<file path="src/rtl/mem_ctrl.sv">
// Bridges a 32-bit fetch port and a 32-bit data port onto a byte-wide synchronous RAM.
// Each word access is serialised into four byte beats; the data port has priority.
module mem_ctrl #(
  parameter int unsigned ADDR_W = 17
) (
  input  logic              clk,
  input  logic              rst,
  input  logic              if_req,
  input  logic [31:0]       if_addr,
  output logic [31:0]       if_inst,
  output logic              if_done,
  input  logic              mem_req,
  input  logic              mem_we,
  input  logic [31:0]       mem_addr,
  input  logic [31:0]       mem_wdata,
  input  logic [3:0]        mem_sel,
  output logic [31:0]       mem_rdata,
  output logic              mem_done,
  output logic [ADDR_W-1:0] ram_addr,
  output logic              ram_we,
  output logic [7:0]        ram_din,
  input  logic [7:0]        ram_dout
);

  typedef enum logic [1:0] {StIdle, StRead, StWrite, StDone} state_e;

  state_e            state_q, state_d;
  logic [2:0]        cnt_q, cnt_d;
  logic [ADDR_W-3:0] word_q;
  logic [31:0]       wdata_q;
  logic [3:0]        sel_q;
  logic              is_mem_q;
  logic [23:0]       rbuf_q;

  logic              accept;
  logic              pick_mem;
  logic [ADDR_W-3:0] req_word;
  logic [1:0]        beat;

  assign beat     = cnt_q[1:0];
  assign pick_mem = mem_req;
  assign accept   = (state_q == StIdle) && (mem_req || if_req);
  assign req_word = pick_mem ? mem_addr[ADDR_W-1:2] : if_addr[ADDR_W-1:2];

  // Byte-lane and out-of-range address bits are intentionally dropped.
  logic unused_addr_bits;
  assign unused_addr_bits = ^{if_addr[31:ADDR_W], if_addr[1:0],
                              mem_addr[31:ADDR_W], mem_addr[1:0]};

  // State register
  always_ff @(posedge clk) begin
    if (rst) begin
      state_q <= StIdle;
      cnt_q   <= '0;
    end else begin
      state_q <= state_d;
      cnt_q   <= cnt_d;
    end
  end

  // Next-state logic
  always_comb begin
    state_d = state_q;
    cnt_d   = '0;
    unique case (state_q)
      StIdle: begin
        if (mem_req) begin
          state_d = mem_we ? StWrite : StRead;
        end else if (if_req) begin
          state_d = StRead;
        end
      end
      // Beat 4 only collects the last byte returned for beat 3.
      StRead: begin
        if (cnt_q == 3'd4) begin
          state_d = StDone;
        end else begin
          cnt_d = cnt_q + 3'd1;
        end
      end
      StWrite: begin
        if (cnt_q == 3'd3) begin
          state_d = StDone;
        end else begin
          cnt_d = cnt_q + 3'd1;
        end
      end
      StDone:  state_d = StIdle;
      default: state_d = StIdle;
    endcase
  end

  // Request latch and read-word assembly
  always_ff @(posedge clk) begin
    if (rst) begin
      word_q    <= '0;
      wdata_q   <= '0;
      sel_q     <= '0;
      is_mem_q  <= 1'b0;
      rbuf_q    <= '0;
      if_inst   <= '0;
      mem_rdata <= '0;
    end else begin
      if (accept) begin
        word_q   <= req_word;
        is_mem_q <= pick_mem;
        wdata_q  <= pick_mem ? mem_wdata : '0;
        sel_q    <= pick_mem ? mem_sel : '0;
      end
      if (state_q == StRead) begin
        // RAM data lags the address by one cycle, so beat k lands byte k-1.
        case (cnt_q)
          3'd1: rbuf_q[7:0]   <= ram_dout;
          3'd2: rbuf_q[15:8]  <= ram_dout;
          3'd3: rbuf_q[23:16] <= ram_dout;
          3'd4: begin
            if (is_mem_q) begin
              mem_rdata <= {ram_dout, rbuf_q};
            end else begin
              if_inst <= {ram_dout, rbuf_q};
            end
          end
          default: ;
        endcase
      end
    end
  end

  // Outputs
  always_comb begin
    ram_addr = '0;
    ram_we   = 1'b0;
    ram_din  = '0;
    if_done  = 1'b0;
    mem_done = 1'b0;
    unique case (state_q)
      StRead: begin
        if (!cnt_q[2]) begin
          ram_addr = {word_q, beat};
        end
      end
      StWrite: begin
        ram_addr = {word_q, beat};
        ram_we   = sel_q[beat];
        ram_din  = wdata_q[{beat, 3'b000} +: 8];
      end
      StDone: begin
        if_done  = !is_mem_q;
        mem_done = is_mem_q;
      end
      default: ;
    endcase
  end

  ram_we_only_in_write: assert property (@(posedge clk) disable iff (rst)
    ram_we |-> (state_q == StWrite));
  done_exclusive: assert property (@(posedge clk) !(if_done && mem_done));
  done_single_cycle: assert property (@(posedge clk) disable iff (rst)
    (if_done || mem_done) |=> !(if_done || mem_done));

endmodule

</file>
<file path="config.mk">
export PLATFORM = sky130hd
export DESIGN_NAME = mem_ctrl
export DESIGN_NICKNAME = d
export VERILOG_FILES = /design/src/rtl/mem_ctrl.sv
export SDC_FILE = /design/constraint.sdc
export NUM_CORES = 1
export LEC_CHECK = 0
export CAP_MARGIN = 25
export CELL_PAD_IN_SITES_DETAIL_PLACEMENT = 1
export CELL_PAD_IN_SITES_GLOBAL_PLACEMENT = 2
export CORE_MARGIN = 4
export CORE_UTILIZATION = 27
export DETAILED_ROUTE_END_ITERATION = 12
export HOLD_SLACK_MARGIN = 0.1
export PLACE_DENSITY_LB_ADDON = 0.1
export REMOVE_ABC_BUFFERS = 1
export SLEW_MARGIN = 10
export SYNTH_ARGS = -nofsm -noshare
export SYNTH_HDL_FRONTEND = slang
export SYNTH_SLANG_ARGS = --single-unit
</file>
<file path="constraint.sdc">
create_clock -name clk -period 4.93 [get_ports clk]
set_input_delay 1.479 -clock clk [delete_from_list [all_inputs] [get_ports clk]]
set_output_delay 1.479 -clock clk [all_outputs]
set_load 0.02 [all_outputs]
</file>
# Word level (Yosys, flattened, before mapping)
# Index checks and enable logic that the tools add are counted.
[totals] out_inout_bits=92 register_bits=145 wordCells=55
[op_classes] mux=20 n_shift=1 n_reduce_logical=10 n_eq_ne=10 order_cmp=1 n_bitwise=1 n_addsub=1
[ops] cell="$pmux W17 S2" count=1
[ops] cell="$mux W32" count=1
[ops] cell="$shiftx A32 B6 Y8" count=1
[ops] cell="$mux W17" count=1
[ops] cell="$mux W15" count=1
[ops] cell="$mux W2" count=5
[ops] cell="$reduce_and A3 Y1" count=3
[ops] cell="$mux W8" count=1
[ops] cell="$pmux W2 S4" count=1
[ops] cell="$eq A3 B2 Y1 const B" count=2
[ops] cell="$mux W3" count=2
[ops] cell="$pmux W3 S2" count=1
[ops] cell="$reduce_and A2 Y1" count=3
[ops] cell="$eq A2 B2 Y1 const B" count=2
[ops] cell="$mux W1" count=4
[ops] cell="$mux W4" count=1
[ops] cell="$ne A2 B2 Y1 const B" count=2
[ops] cell="$add A3 B1 Y3 const B" count=1
[ops] cell="$eq A3 B1 Y1 const B" count=1
[ops] cell="$eq A3 B3 Y1 const B" count=1
[ops] cell="$lt A2 B3 Y1 const B" count=1
[ops] cell="$ne A3 B3 Y1 const B" count=1
[ops] cell="$bmux W1 S2" count=1
[ops] cell="$eq A2 B1 Y1 const B" count=1
[ops] cell="5 further kinds" count=5

# Depth between registers and ports, before layout
[depth] depth_word=3 depth_mapped=8

# Worst setup path before layout
# No wires, ideal clock.
[synth_timing] path_type="register -> output" startpoint="reg state_q[1]" endpoint="out ram_addr[0]" path_slack_ns=2.017 path_stages_with_launch=8 arrival_ns=1.434 required_ns=3.451 path_cell_list="dfxtp_1 inv_1 ha_1 buf_2 nor2b_1 o21a_1 clkbuf_1 and2_1"
[synth_between] elab_chain_len=2 elab_cells_between_ends=3
[synth_lines] item="from (decl)" line="27" text="state_e state_q, state_d;"
[synth_lines] item="from (signal assigned)" line="53" text="state_q <= StIdle;"
[synth_lines] item="from (signal assigned)" line="56" text="state_q <= state_d;"
[synth_lines] item="$eq A2 B2 Y1 or $eq A2 B1 Y1 (tied branches)" line="136" text="unique case (state_q)"
[synth_lines] item="$pmux W17 S2 (*)" line="136"
[synth_lines] item="to (decl)" line="19" text="output logic [ADDR_W-1:0] ram_addr,"
# Every way passes the cells marked *; elsewhere a longest branch is shown, timed or not.

# Worst setup path in the final report
[layout_timing] startpoint="reg state_q[0]" endpoint="out ram_addr[14]"
# The elaborated chain is that of the path after synthesis.

==> impl_metrics.tcl <==
set metrics [dict create \
    outcome "completed" \
    r2r-end "state_q[0]" \
    remaining_drc_errors 0 \
    fin_area_sq_mm 0.00832 \
    min_path_type "reg -> reg" \
    cts-resized-gates 0 \
    path_cells "inv_1, ha_1, o21a_1, and2_1, clkdlybuf4s50_1" \
    tightest_slew_ns 0.962 \
    cts-buffers-inserted 17 \
    min_delay_worst_endpoint "wdata_q[11]" \
    placed_cell_area_sq_mm 0.00773 \
    area_growth_pct 41.9 \
    die_area_sq_mm 0.0241 \
    power_frac_seq_pct 41.1 \
    p_leak_uw 0.00300 \
    whs_path_depth 2 \
    initial_core_util_pct 27.6 \
    place_inst 1088 \
    hold_viol 0 \
    timing_worst_setup_path_type "reg -> out" \
    final_nets 956 \
    internal-power_uw 2240 \
    finalSetupViolations 0 \
    grt_pass1_wl_um 29300 \
    clockBufferDepth 2 \
    crit_required_ns 3.45 \
    avgSynthCellArea_sq_um 8.50 \
    ys_ff_latch 145 \
    switching_share_pct 30.5 \
    instances_no_fill 1122 \
    multiInputGateArea_sq_mm 0.00269 \
    drive_above_1_share_pct 6.62 \
    period_share_pct 86.7 \
    p_switching_uw 981 \
    rows 53 \
    grt_start_max_net_pins 87 \
    crit_arrival_ns 2.80 \
    layout_commonest_cell "nand2_1" \
    viasPerCell 4.65 \
    grt_use_total_pct 15.0 \
    period_needed_ns 4.27 \
    tns_ns 0 \
    antenna_found_initial 1 \
    port_buffers 170 \
    cts_tree "built" \
    grt_pass1_vias 5569 \
    drt.antenna.violating_nets 0 \
    clk-insertion-delay-late_ns 0.42 \
    maxSlewHeadroom_pct 35.6 \
    hpwl_um 11800 \
    reg2regPathDepth 5 \
    rsz0062_at_grt "false" \
    fmaxAchievable_mhz 234 \
    final_cell_mix "175 x nand2_1, 168 x clkdlybuf4s50_1, 145 x dfxtp_1, 109 x a21oi_1, 44 x nand3_1" \
    routed_wl_um 17900 \
    core_sq_mm 0.0212 \
    p_comb_share_pct 19.7 \
    drt_iter0_drc 164 \
    cap_viol_max_count 0 \
    netlist_area_sq_mm 0.00586 \
    yosys_warnings 0 \
    reg2reg_slack_ns 2.52 \
    vias 5222 \
    regArea_sq_mm 0.00290 \
    crit_path_max_incr_delay_ns 0.61 \
    clkPwrFrac_pct 39.2 \
    end_kind "output port" \
    dp_worst_setup_slack_ns 1.01 \
    ctsRootBufferMaster "clkbuf_16" \
    grt.overflow.total 0 \
    cts_hold_buffers 0 \
    die_x_um 155 \
    clock_sinks 145 \
    min_from "wdata_q[11]" \
    worstPathMaxFanout 17 \
    setup_ws_ns 0.656 \
    r2r-start "cnt_q[0]" \
    fin_util_pct 39.2 \
    startpoint_type "register" \
    startpoint "state_q[0]" \
    n_fill_cell 2462 \
    post_cts_buffers 0 \
    firstDrtPassIters 4 \
    vdd_drop_max_mv 0.223 \
    wl_per_cell_um 16.0 \
    syn-instance-count 690 \
    fin_skew_ns 0.00926 \
    ys_types 33 \
    clk_pin_slew_ns 0.07 \
    synth-seq-area-share_pct 49.5 \
    final_max_slew_viol_count 0 \
    htreeDepth 4 \
    pwr_density_cell_mw_per_mm2 387 \
    crit_path_top_delay_cell "clkdlybuf4s50_1" \
    die_y_um 155 \
    boundaryPins 205 \
    routabilityCongestion 0.736 \
]
[Yosys cell counts]
master    count  area [sq um]
a211oi_1     15           113
a211oi_2      1          12.5
a21boi_1      1          7.51
a21oi_1     109           546
a22oi_1       1          7.51
and2_1       27           169
and3_1        1          6.26
and4_1        1          8.76
and4b_1       1          10.0
buf_1         2          7.51
buf_2        26           130
buf_4         2          15.0
clkbuf_1     25          93.8
clkbuf_4      1          7.51
dfxtp_1     145          2900
ha_1         10           125
inv_1         6          22.5
mux2_2        1          11.3
mux2i_1      32           320
mux4_2        9           203
nand2_1     175           657
nand2b_1      3          18.8
nand3_1      44           220
nand3b_1      2          15.0
nand4_1       1          6.26
nand4b_1      1          8.76
nor2_1       37           139
nor2b_1       4          25.0
nor3_1        2          10.0
nor3b_1       1          7.51
o21a_1        2          15.0
o21ai_4       1          16.3
o21bai_1      1          7.51
[worst max-delay path by stage]
stage / end / slack, ns / depth (start not counted)
3_5_place_dp: ram_addr[5] / 1.01 / 5
2_1_floorplan: ram_addr[0] / 1.96 / 5
3_3_place_gp: ram_addr[5] / 1.07 / 5
4_1_cts: ram_addr[15] / 0.55 / 5
6_report: ram_addr[14] / 0.66 / 5
5_1_grt: ram_addr[5] / 0.42 / 5
[power groups by stage]
| stage | combinational [uW] | clock (uW) | sequential [uW] |
|---|---|---|---|
| after floorplan | 375 | 0 | 1330 |
| after global placement | 616 | 0 | 1350 |
| after detailed placement | 636 | 0 | 1350 |
| after CTS | 638 | 1300 | 1330 |
| after global routing | 714 | 1360 | 1340 |
| final | 634 | 1260 | 1320 |
[worst max-delay path: cells and delay by family (launching register included)]
family	cells	cell delay [ns]
compound gates	1	0.57
simple gates	1	0.22
fa+ha+maj	1	0.54
flops	1	0.33
buf+inv	2	0.71
[routing by layer]
metal / global-route usage (%) / wire length, um / up-vias / part of all wire [%]
met5: 0 / 0 / - / 0
met4: 4.17 / 248 / 0 / 1.4
met3: 3.98 / 903 / 16 / 5.0
met2: 25.8 / 8770 / 124 / 49
met1: 18.6 / 8000 / 2480 / 45
li1: - / - / 2602 / -
[area by class of cell]
| cell class | count | area share (%) |
|---|---|---|
| Sequential cell | 145 | 34.9 |
| Tap cell | 275 | 4.14 |
| Inverter | 6 | 0.271 |
| Timing Repair Buffer | 180 | 21.5 |
| Clock inverter | 15 | 1.79 |
| Antenna cell | 1 | 0.0301 |
| Clock buffer | 17 | 5.11 |
| Multi-Input combinational cell | 483 | 32.3 |
[sequential cells by signal, summed over array words and instances (netlist names)]
signal,flops
wdata_q,32
is_mem_q,1
cnt_q,3
rbuf_q,24
sel_q,4
if_inst,32
state_q,2
mem_rdata,32
word_q,15
[cell families (layout without fill, tap and decap cells)]
kind of cell	after synthesis	count (layout)	synth area share, %
compound gates	131	131	12.4
fa+ha+maj	10	10	2.13
buf+inv	62	218	4.72
flops	145	145	49.5
mux	42	42	9.11
other cells	0	1	0
simple gates	300	300	22.2
[metrics by stage]
stage                     power [uW]  hold slack, ns
final                           3220           0.452
after global routing            3410           0.472
after floorplan                 1710           0.423
after global placement          1960           0.437
after CTS                       3270           0.455
after detailed placement        1990           0.446
Note: power is estimated with default switching activity, not from simulation.
